`src/rtl/inbuf_loader_rgb565.sv`:
```
// Input-frame loader: takes a raster RGB565 stream, expands it to RGB888 and
// writes it sequentially into the frame BRAM, then pulses oDone.
module inbuf_loader_rgb565 #(
    parameter int DATA_W = 24,
    parameter int ADDR_W = 17,
    parameter int WIDTH  = 480,
    parameter int HEIGHT = 272,
    parameter int DEPTH  = WIDTH * HEIGHT
) (
    input  logic              iClk,
    input  logic              iRst,
    input  logic              iEn,
    input  logic              iStart,
    input  logic              iSof,
    input  logic [15:0]       iData,
    input  logic              iValid,
    output logic              oReady,
    output logic              oWrEn,
    output logic [ADDR_W-1:0] oWrAddr,
    output logic [DATA_W-1:0] oWrData,
    output logic              oBusy,
    output logic              oDone,
    output logic              oSofErr
);

    localparam logic [ADDR_W-1:0] LAST = ADDR_W'(DEPTH - 1);

    typedef enum logic [1:0] {IDLE, WAIT_SOF, LOAD, DONE} stateT;

    typedef struct packed {
        logic [ADDR_W-1:0] addr;
        logic [DATA_W-1:0] data;
    } wrReqT;

    stateT             state, stateNext;
    logic [ADDR_W-1:0] cnt, cntNext;
    logic              wrNext, sofErrNext, xfer;
    wrReqT             wrReq, wrReqNext;

    // Bit replication fills the low bits so full-scale stays full-scale.
    function automatic logic [23:0] expand565(input logic [15:0] p);
        return {p[15:11], p[15:13], p[10:5], p[10:9], p[4:0], p[4:2]};
    endfunction

    assign oReady  = (state == WAIT_SOF) || (state == LOAD);
    assign oBusy   = (state != IDLE);
    assign xfer    = iEn & iValid & oReady;
    assign oWrAddr = wrReq.addr;
    assign oWrData = wrReq.data;

    always_comb begin
        stateNext      = state;
        cntNext        = cnt;
        wrNext         = 1'b0;
        sofErrNext     = 1'b0;
        wrReqNext.addr = cnt;
        wrReqNext.data = DATA_W'(expand565(iData));
        case (state)
            IDLE: begin
                if (iStart) stateNext = WAIT_SOF;
            end
            WAIT_SOF: begin
                // Pre-SOF beats are accepted and dropped.
                if (xfer && iSof) begin
                    wrNext         = 1'b1;
                    wrReqNext.addr = '0;
                    cntNext        = (LAST == '0) ? '0 : ADDR_W'(1);
                    stateNext      = (LAST == '0) ? DONE : LOAD;
                end
            end
            LOAD: begin
                if (xfer) begin
                    wrNext = 1'b1;
                    if (iSof) begin
                        // Early SOF: abandon the partial frame and restart at 0.
                        wrReqNext.addr = '0;
                        cntNext        = ADDR_W'(1);
                        sofErrNext     = 1'b1;
                    end else if (cnt == LAST) begin
                        stateNext = DONE;
                    end else begin
                        cntNext = cnt + ADDR_W'(1);
                    end
                end
            end
            DONE: begin
                cntNext   = '0;
                stateNext = IDLE;
            end
            default: stateNext = IDLE;
        endcase
    end

    always_ff @(posedge iClk) begin
        if (iRst) begin
            state   <= IDLE;
            cnt     <= '0;
            wrReq   <= '0;
            oWrEn   <= 1'b0;
            oDone   <= 1'b0;
            oSofErr <= 1'b0;
        end else if (!iEn) begin
            // Pulses must not stretch across disabled cycles.
            oWrEn   <= 1'b0;
            oDone   <= 1'b0;
            oSofErr <= 1'b0;
        end else begin
            state   <= stateNext;
            cnt     <= cntNext;
            oWrEn   <= wrNext;
            oDone   <= (state == DONE);
            oSofErr <= sofErrNext;
            if (wrNext) wrReq <= wrReqNext;
        end
    end

endmodule

```
`config.mk`:
```
export PLATFORM = sky130hd
export DESIGN_NAME = inbuf_loader_rgb565
export DESIGN_NICKNAME = d
export VERILOG_FILES = /design/src/rtl/inbuf_loader_rgb565.sv
export SDC_FILE = /design/constraint.sdc
export NUM_CORES = 1
export LEC_CHECK = 0
export BUFFER_PORTS_ARGS = -buffer_cell sky130_fd_sc_hd__buf_2
export CORE_ASPECT_RATIO = 0.6
export CORE_MARGIN = 3
export CORE_UTILIZATION = 40
export DETAILED_ROUTE_END_ITERATION = 6
export SLEW_MARGIN = 40
export SYNTH_ARGS = -nofsm -noshare
export SYNTH_HDL_FRONTEND = slang
export SYNTH_SLANG_ARGS = --single-unit
```
`constraint.sdc`:
```
create_clock -name iClk -period 2.3 [get_ports iClk]
set_input_delay 0.575 -clock iClk [delete_from_list [all_inputs] [get_ports iClk]]
set_output_delay 0.575 -clock iClk [all_outputs]
set_load 0.01 [all_outputs]
```
==> impl_metrics.tcl, run 1 <==
set metrics [dict create \
    rows 21 \
    p_total_w 0.00167 \
    cp.arrival_ps 2390 \
    dpl_cell_area_um2 2900 \
    cts.sinks 55 \
    grt_remaining_overflow 0 \
    switchingPower_w 0.000417 \
    leakage_nw 1.26 \
    ios 68 \
    synth_top_area_frac 0.440 \
    slew_viol_final 0 \
    maxSlewHeadroom 0.508 \
    routed_wl_um 6370 \
    p_int_w 0.00125 \
    htreeDepth 2 \
    syn-num-nets 335 \
    drt_iter0_drc 171 \
    fmax_ghz 0.463 \
    synth_area_um2 2500 \
    final_hold_viol_count 0 \
    critPathRequiredTime_ps 2530 \
    rsz0062_at_grt "false" \
    cp_max_fo 7 \
    drive_gt1_frac 0.274 \
    final.setup.tns_ps 0 \
    track_usage 0.174 \
    synth_cells 307 \
    synth_top_area_cell "dfxtp_1" \
    period_share 0.939 \
    timing.final.ws_setup_ps 139 \
    coreArea_um2 5810 \
    cts.clk_slew.worst_paths_ps 100 \
    placed_cells 439 \
    clk-insertion-delay-late_ps 300 \
    end_kind "register" \
    synth-main-ff-cell "dfxtp_1" \
    globalplace.congestion 0.863 \
    place_hpwl_um 4610 \
    die_y_um 67.3 \
    power_frac_comb 0.111 \
    pwr-share-seq 0.580 \
    tightestPinTransition_ps 737 \
    routedWlPerCell_um 14.2 \
    grt_pass1_vias 2082 \
    period_minus_slack_ps 2160 \
    finClkSkew_ps 5.36 \
    yosysWarnings 0 \
    port_buffers 67 \
    synthArstFlopShare 0 \
    synth.avg_cell_area_um2 8.15 \
    holdBufCountCts 0 \
    post-place-ws_ps 98.0 \
    finalNetCount 395 \
    cts_tree "done" \
    p_per_area_nw_per_um2 555 \
    antenna_cells 0 \
    synth_area_leaders "dfxtp_1 44%, nand2_1 6.6%, a21oi_1 5.6%" \
    dieWidth_um 108 \
    areaGrowthSynthToFinish_pct 19.9 \
    die_area_um2 7270 \
    clock_path_buffers 2 \
    ys_types 49 \
    grt_start_max_net_pins 35 \
    routed-via-count 2359 \
    synth-seq-area-share 0.440 \
    drt_drc_violations_left 0 \
    ys_seq_elements 55 \
    initial_core_util 0.431 \
    clkPwrFrac 0.309 \
    grt_pass1_wl_um 10200 \
    drt-pass1-iter-count 5 \
    status "finished, final reports clean" \
    instances_no_fill 448 \
    switching_share 0.250 \
    synth_edf_count 0 \
    setup_viol 0 \
    via_per_inst 5.27 \
    maxCapViolCount 0 \
    finish.instance_area_um2 3000 \
    path_class "register to register" \
    crit_path_start_kind "register" \
    antenna_found_initial 0 \
    root_buffer "clkbuf_8" \
    hp-class "register to register" \
    ant_nets 0 \
    ir_drop_v 0.000292 \
    numCtsBuffers 5 \
]
cells in the final DEF, fill, tap and decap left out, drive strengths merged, types with 3 or more instances in the layout:
| cell type | count |
|---|---|
| a21o | 4 |
| nand4 | 6 |
| buf | 84 |
| and3 | 5 |
| nand3 | 11 |
| ha | 6 |
| nor3 | 9 |
| nor2 | 35 |
| inv | 4 |
| a311oi | 3 |
| nor2b | 4 |
| dfxtp | 55 |
| clkbuf | 6 |
| o21ai | 8 |
| a21oi | 28 |
| or4 | 3 |
| nand2 | 44 |
| nand2b | 3 |
| a22oi | 17 |
| or3 | 3 |
synth_stat cells, types with 4 or more instances:
| library cell | count |
|---|---|
| a21o_1 | 4 |
| a21oi_1 | 28 |
| a22oi_1 | 17 |
| buf_4 | 8 |
| clkbuf_1 | 19 |
| dfxtp_1 | 55 |
| ha_1 | 6 |
| inv_1 | 4 |
| nand2_1 | 44 |
| nand3_1 | 11 |
| nand4_1 | 5 |
| nor2_1 | 35 |
| nor2b_1 | 4 |
| nor3_1 | 9 |
| o21ai_0 | 8 |
cell families after synthesis:
logic type      count (synthesis)  synth area share
flops                          55             0.440
simple gates                  134             0.257
mux                             1           0.00400
compound gates                 76             0.201
fa+ha+maj                       6            0.0300
buf+inv                        35            0.0685
flip-flops by register name, indices dropped and copies added (netlist names):
register,flops
cnt,17
oDone,1
oSofErr,1
oWrAddr,17
oWrData,16
oWrEn,1
state,2
power by group through the flow:
stage / clock network [W] / registers, W / logic (W)
finish: 0.000515 / 0.000966 / 0.000185
floorplan: 0 / 0.000991 / 0.000105
CTS: 0.000534 / 0.000966 / 0.000183
global route: 0.000576 / 0.000968 / 0.000204
global placement: 0 / 0.000988 / 0.000182
detailed placement: 0 / 0.000989 / 0.000183
metrics by stage:
step | hold slack, ps | util
finish | 458 | 0.516
global route | 483 | 0.516
CTS | 458 | 0.515
detailed placement | 445 | 0.500
global placement | 440 | 0.499
floorplan | 471 | -
final timing paths:
kind	start	end	slack [ps]	cells after the start
max	cnt[10]	state[1]	140	5
min	oWrData[3]	oWrData[3]	460	2
max reg2reg	cnt[10]	state[1]	140	5
min reg2reg	oWrData[3]	oWrData[3]	460	2
metal layers:
metal,share of wire,vias to the layer above,track usage
met5,0,-,0
met4,0.0053,0,0.0409
met3,0.036,5,0.0353
met2,0.43,46,0.248
met1,0.53,1109,0.266
li1,-,1199,-
worst max-delay path, cell delays in order (launching register included):
cell	delay, ps
dfxtp_1	490
nand4_2	170
or4_4	620
o31a_1	300
or3b_1	380
a21oi_1	120
timing repair:
item	CTS	global route
setup endpoints to repair	0	4
setup buffers	0	1
gates resized for setup	0	1
final cells by class:
cell class                 count  area (um2)
tap                           80         100
clock inverter                 2        12.5
clock buffer                   6        72.6
multi-input combinational    217        1230
timing repair buffer          84         463
sequential                    55        1100
fill                         560        2810
inverter                       4        15.0
No activity file was read; power rests on OpenSTA's default activity.
==> inputs of run 2 (changes only) <==
--- a/config.mk
+++ b/config.mk
@@ -9,7 +9,9 @@
 export CORE_ASPECT_RATIO = 0.6
 export CORE_MARGIN = 3
 export CORE_UTILIZATION = 40
+export CTS_BUF_LIST = sky130_fd_sc_hd__clkbuf_16
 export DETAILED_ROUTE_END_ITERATION = 6
+export SETUP_SLACK_MARGIN = 0.3
 export SLEW_MARGIN = 40
 export SYNTH_ARGS = -nofsm -noshare
 export SYNTH_HDL_FRONTEND = slang
==> run 2 against run 1 <==
  * Clock-buffer cell count fell by 1
  * Cell count rose by 1.1%
  * First-iteration DRC count fell by 26%
  * Sequential share of layout area fell by 1.4 points
  * Critical endpoint unchanged
  * Highest routed layer unchanged
==> impl_metrics.tcl, run 2 (synthesis results as in run 1) <==
set metrics [dict create \
    status "finished, final reports clean" \
    areaGrowthSynthToFinish_pct 26.1 \
    drt-pass1-iter-count 4 \
    ant_nets 0 \
    path_class "register to register" \
    initial_core_util 0.431 \
    final_hold_viol_count 0 \
    maxSlewHeadroom 0.679 \
    critPathBufInv 0 \
    place_hpwl_um 4610 \
    dieWidth_um 108 \
    slew_viol_final 0 \
    setup_viol 0 \
    grt_remaining_overflow 0 \
    cp.arrival_ps 2210 \
    ir_drop_v 0.000298 \
    p_per_area_nw_per_um2 601 \
    finalNetCount 400 \
    critPathRequiredTime_ps 2510 \
    die_y_um 67.3 \
    finClkSkew_ps 3.52 \
    timing.final.ws_setup_ps 307 \
    hp-class "register to register" \
    globalplace.congestion 0.863 \
    rows 21 \
    cts.clk_slew.worst_paths_ps 70 \
    grt_pass1_wl_um 10300 \
    htreeDepth 2 \
    grt_pass1_vias 2125 \
    routed-via-count 2393 \
    end_kind "register" \
    mostFrequentLayoutCell "buf_2" \
    track_usage 0.175 \
    root_buffer "clkbuf_16" \
    final.setup.tns_ps 0 \
    via_per_inst 5.28 \
    holdWs_ps 454 \
    crit_path_start_kind "register" \
    post-place-ws_ps 98.0 \
    die_area_um2 7270 \
    cp_cell_sequence "nand2b_1 -> or4_4 -> o31a_1 -> or3b_1 -> a21oi_1" \
    routedWlPerCell_um 14.5 \
    drt_iter0_drc 126 \
    antenna_found_initial 0 \
    rsz0062_at_grt "true" \
    leakage_nw 1.32 \
    clk-insertion-delay-late_ps 290 \
    cts.sinks 55 \
    dr_wl_met2_um 2890 \
    fmax_ghz 0.502 \
    clock_path_buffers 2 \
    tightestPinTransition_ps 482 \
    ios 68 \
    maxCapViolCount 0 \
    final_cell_mix "67 x buf_2, 46 x dfxtp_1, 44 x nand2_1" \
    p_total_w 0.00189 \
    antenna_cells 0 \
    routed_wl_um 6560 \
    top_layer "met4" \
    routed-wl-met3_um 309 \
    port_buffers 67 \
    fillers 548 \
    numCtsBuffers 5 \
    final_util 0.543 \
    period_share 0.867 \
    drt_drc_violations_left 0 \
    cts_tree "done" \
    grt_start_max_net_pins 35 \
    drive_gt1_frac 0.335 \
    cp_max_fo 8 \
    coreArea_um2 5810 \
    cp_top_family "simple AND/OR/NAND/NOR gates" \
    period_minus_slack_ps 1990 \
    m1WireLength_um 3330 \
    slowest_delay_ps 590 \
    slowest_stage "or4_4" \
]
[run 2: worst paths after layout]
kind | end | depth (start not counted) | start | slack (ps)
max | state[1] | 5 | cnt[9] | 310
min | oWrData[3] | 2 | oWrData[3] | 450
max reg2reg | state[1] | 5 | cnt[9] | 310
min reg2reg | oWrData[3] | 2 | oWrData[3] | 450
[run 2: per-layer routing]
layer  vias up  global-route usage
met3         5              0.0392
met1      1128               0.266
li1       1212                   -
met4         0              0.0425
met5         -                   0
met2        48               0.250
[run 2: area by class of cell]
cell class                 instances  area [um2]  share of cell area
clock buffer                       5         125              0.0397
sequential                        55        1110               0.353
timing repair buffer              89         504               0.160
multi-input combinational        217        1280               0.406
clock inverter                     3        16.3             0.00516
inverter                           4        15.0             0.00476
tap                               80         100              0.0317
[run 2: where the power goes]
group | switching [W] | internal, W | leakage [nW]
Combinational | 0.000117 | 0.0000869 | 0.803
Sequential | 0.00000668 | 0.000962 | 0.448
Clock | 0.000325 | 0.000398 | 0.0710
[run 2: what timing repair did]
| action | in CTS | in global routing |
|---|---|---|
| pin swaps | 2 | 6 |
| setup endpoints to repair | 26 | 37 |
| hold buffers | 0 | 0 |
| gates resized for setup | 6 | 17 |
| setup buffers | 3 | 3 |
[run 2: stage by stage]
step           area (um2)  instances
5_1_grt              3150        453
4_1_cts              3080        450
6_report             3150        453
2_1_floorplan        2500        307
3_5_place_dp         2900        439
3_3_place_gp         2900        439
[run 2: worst register-to-register path, cell delays in order, from the launching register on]
cell      delay [ps]
dfxtp_2          370
nand2b_1         160
or4_4            590
o31a_1           300
or3b_1           380
a21oi_1          120
==> inputs of run 3 (changes only) <==
--- a/config.mk
+++ b/config.mk
@@ -5,6 +5,7 @@
 export SDC_FILE = /design/constraint.sdc
 export NUM_CORES = 1
 export LEC_CHECK = 0
+export ABC_AREA = 1
 export BUFFER_PORTS_ARGS = -buffer_cell sky130_fd_sc_hd__buf_2
 export CORE_ASPECT_RATIO = 0.6
 export CORE_MARGIN = 3
==> run 3 against run 2 <==
  * Global-route usage fell by 0.15 points
  * Area after synthesis rose by 6.6%
  * Sequential power rose by 6%
  * Critical path type unchanged
  * Non-clock buffer count fell by 15
  * Synthesized cell count rose by 19%
==> impl_metrics.tcl, run 3 <==
set metrics [dict create \
    status "finished, final reports clean" \
    routed-via-count 2472 \
    maxCapViolCount 0 \
    hp-class "register to register" \
    fillers 631 \
    areaGrowthSynthToFinish_pct 22.5 \
    slew_viol_final 0 \
    cp_cell_sequence "inv_1 -> ha_4 -> nand3_2 -> nand2_2 -> nand3_4 -> nor2_8 -> nand2_8 -> nand2_4 -> nand2_1 -> and2_1" \
    coreArea_um2 6280 \
    r2r_slack_ps 410 \
    numCtsBuffers 5 \
    slowest_stage "dfxtp_1" \
    rsz0062_at_grt "false" \
    rows 22 \
    ff2ff_path_depth 10 \
    final_cell_mix "70 x nand2_1, 67 x buf_2, 61 x nor2_1" \
    clk-insertion-delay-late_ps 290 \
    crit_path_start_kind "register" \
    grt_remaining_overflow 0 \
    post-place-ws_ps 316 \
    fmax_ghz 0.530 \
    final.setup.tns_ps 0 \
    finalNetCount 454 \
    slowest_delay_ps 350 \
    synth_area_leaders "dfxtp_1 41%, nand2_1 10%, nor2_1 8.6%" \
    switchingPower_w 0.000855 \
    synth_edf_count 0 \
    place_hpwl_um 4890 \
    worstHoldStart "oWrAddr[8]" \
    synth_cells 366 \
    r2r_end "cnt[7]" \
    multi_input_area_um2 1360 \
    p_per_area_nw_per_um2 808 \
    rr_startpoint "state[0]" \
    min_path_cells 2 \
    antenna_cells 0 \
    synth-main-ff-cell "dfxtp_1" \
    cts_tree "done" \
    synth.avg_cell_area_um2 7.28 \
    initial_core_util 0.425 \
    via_per_inst 4.85 \
    cts.sinks 55 \
    clkPwrFrac 0.320 \
    setup_viol 0 \
    drt-pass1-iter-count 5 \
    end_kind "register" \
    ir_drop_v 0.000396 \
    drt_iter0_drc 174 \
    htreeDepth 2 \
    holdPathEnd "oWrAddr[8]" \
    synth_commonest_cells "71 x nand2_1, 61 x nor2_1, 55 x dfxtp_1" \
    globalplace.congestion 0.854 \
    grt_pass1_wl_um 11100 \
    holdWs_ps 467 \
    pwr-share-seq 0.392 \
    startpoint "state[0]" \
    dpl_cell_area_um2 2990 \
    synth_area_um2 2670 \
    dieWidth_um 111 \
    timing.final.ws_setup_ps 414 \
    grt_pass1_vias 2324 \
    antenna_found_initial 0 \
    period_share 0.820 \
    cts.clk_slew.worst_paths_ps 70 \
    maxSlewHeadroom 0.611 \
    holdBufCountCts 0 \
    period_minus_slack_ps 1890 \
    synth-seq-area-share 0.413 \
    mostFrequentLayoutCell "nand2_1" \
    routedWlPerCell_um 13.1 \
    clock_path_buffers 2 \
    path_class "register to register" \
    cp.arrival_ps 2070 \
    finClkSkew_ps 4.88 \
    p_int_w 0.00178 \
    die_area_um2 7710 \
    ys_seq_elements 55 \
    synth_top_area_cell "dfxtp_1" \
    ant_nets 0 \
    critPathRequiredTime_ps 2490 \
    track_usage 0.174 \
    drt_drc_violations_left 0 \
    syn-num-nets 394 \
    leakage_nw 1.44 \
    synth_top_area_frac 0.413 \
    final_hold_viol_count 0 \
    yosysWarnings 0 \
    routed_wl_um 6670 \
    tightestPinTransition_ps 583 \
    die_y_um 69.2 \
    switching_share 0.324 \
    synthArstFlopShare 0 \
    drive_gt1_frac 0.265 \
    grt_start_max_net_pins 35 \
    ys_types 34 \
    power_frac_comb 0.288 \
    port_buffers 67 \
    root_buffer "clkbuf_16" \
    synth.most_common_cell "nand2_1" \
    finish.instance_area_um2 3270 \
    cp_max_fo 15 \
    register_area_um2 1100 \
    ios 68 \
]
run 3: cell types whose count changed in the layout (fill, tap and decap cells not counted), sizes merged, moves of 4 or more:
cell   before  now
nor2       35   68
inv         5   31
nand2      44   77
a22oi      17    0
nor2b       4    0
and3        5    0
a21oi      28   21
nand3      11   39
o21ai       8   27
buf        89   74
nand4       6    1
a21o        4    0
run 3: worst max-delay path: cells and delay by family (launching register included):
kind | cells | cell delay [ps]
adders and majority gates | 1 | 310
and+or+nand+nor | 8 | 990
DFF | 1 | 350
buffers and inverters | 1 | 120
run 3: how the worst max path moves through the flow:
stage | endpoint
final | cnt[7]
after global routing | cnt[13]
after CTS | oWrAddr[14]
after detailed placement | oWrAddr[14]
after global placement | oWrAddr[4]
after floorplan | oWrAddr[10]
run 3: per-stage QoR:
stage	utilization	instances	power, W
2_1_floorplan	-	366	0.00154
3_3_place_gp	0.477	499	0.00167
3_5_place_dp	0.477	499	0.00167
4_1_cts	0.503	506	0.00251
5_1_grt	0.520	510	0.00278
6_report	0.520	510	0.00264
run 3: layout make-up:
cell class                 instances  share of cell area
sequential                        55               0.337
multi-input combinational        259               0.415
clock buffer                       5              0.0383
inverter                          31              0.0372
clock inverter                     2              0.0115
timing repair buffer              74               0.129
tap                               84              0.0322
run 3: cells by family after synthesis:
group | after synthesis | share of synthesized area
flip-flops | 55 | 0.413
adder cells (fa/ha/maj) | 6 | 0.0282
AND/OR/NAND/NOR | 194 | 0.333
XOR/XNOR | 4 | 0.0131
AO/OA/AOI/OAI | 55 | 0.119
buffers and inverters | 52 | 0.0939
run 3: routing by layer:
| layer | part of all wire | routed length (um) | track usage |
|---|---|---|---|
| met1 | 0.53 | 3510 | 0.264 |
| met2 | 0.39 | 2630 | 0.238 |
| met3 | 0.074 | 492 | 0.0593 |
| met4 | 0.0060 | 40 | 0.0324 |
| met5 | 0 | 0 | 0 |
run 3: power groups by stage:
stage	registers (W)	logic (W)	clock network (W)
finish	0.00103	0.000760	0.000845
floorplan	0.00106	0.000477	0
global placement	0.00105	0.000617	0
detailed placement	0.00106	0.000619	0
CTS	0.00103	0.000620	0.000860
global route	0.00104	0.000828	0.000909
run 3: repair_timing:
item	in CTS	in global routing
endpoints found under the setup margin	0	47
setup buffers	0	4
resized for setup	0	13
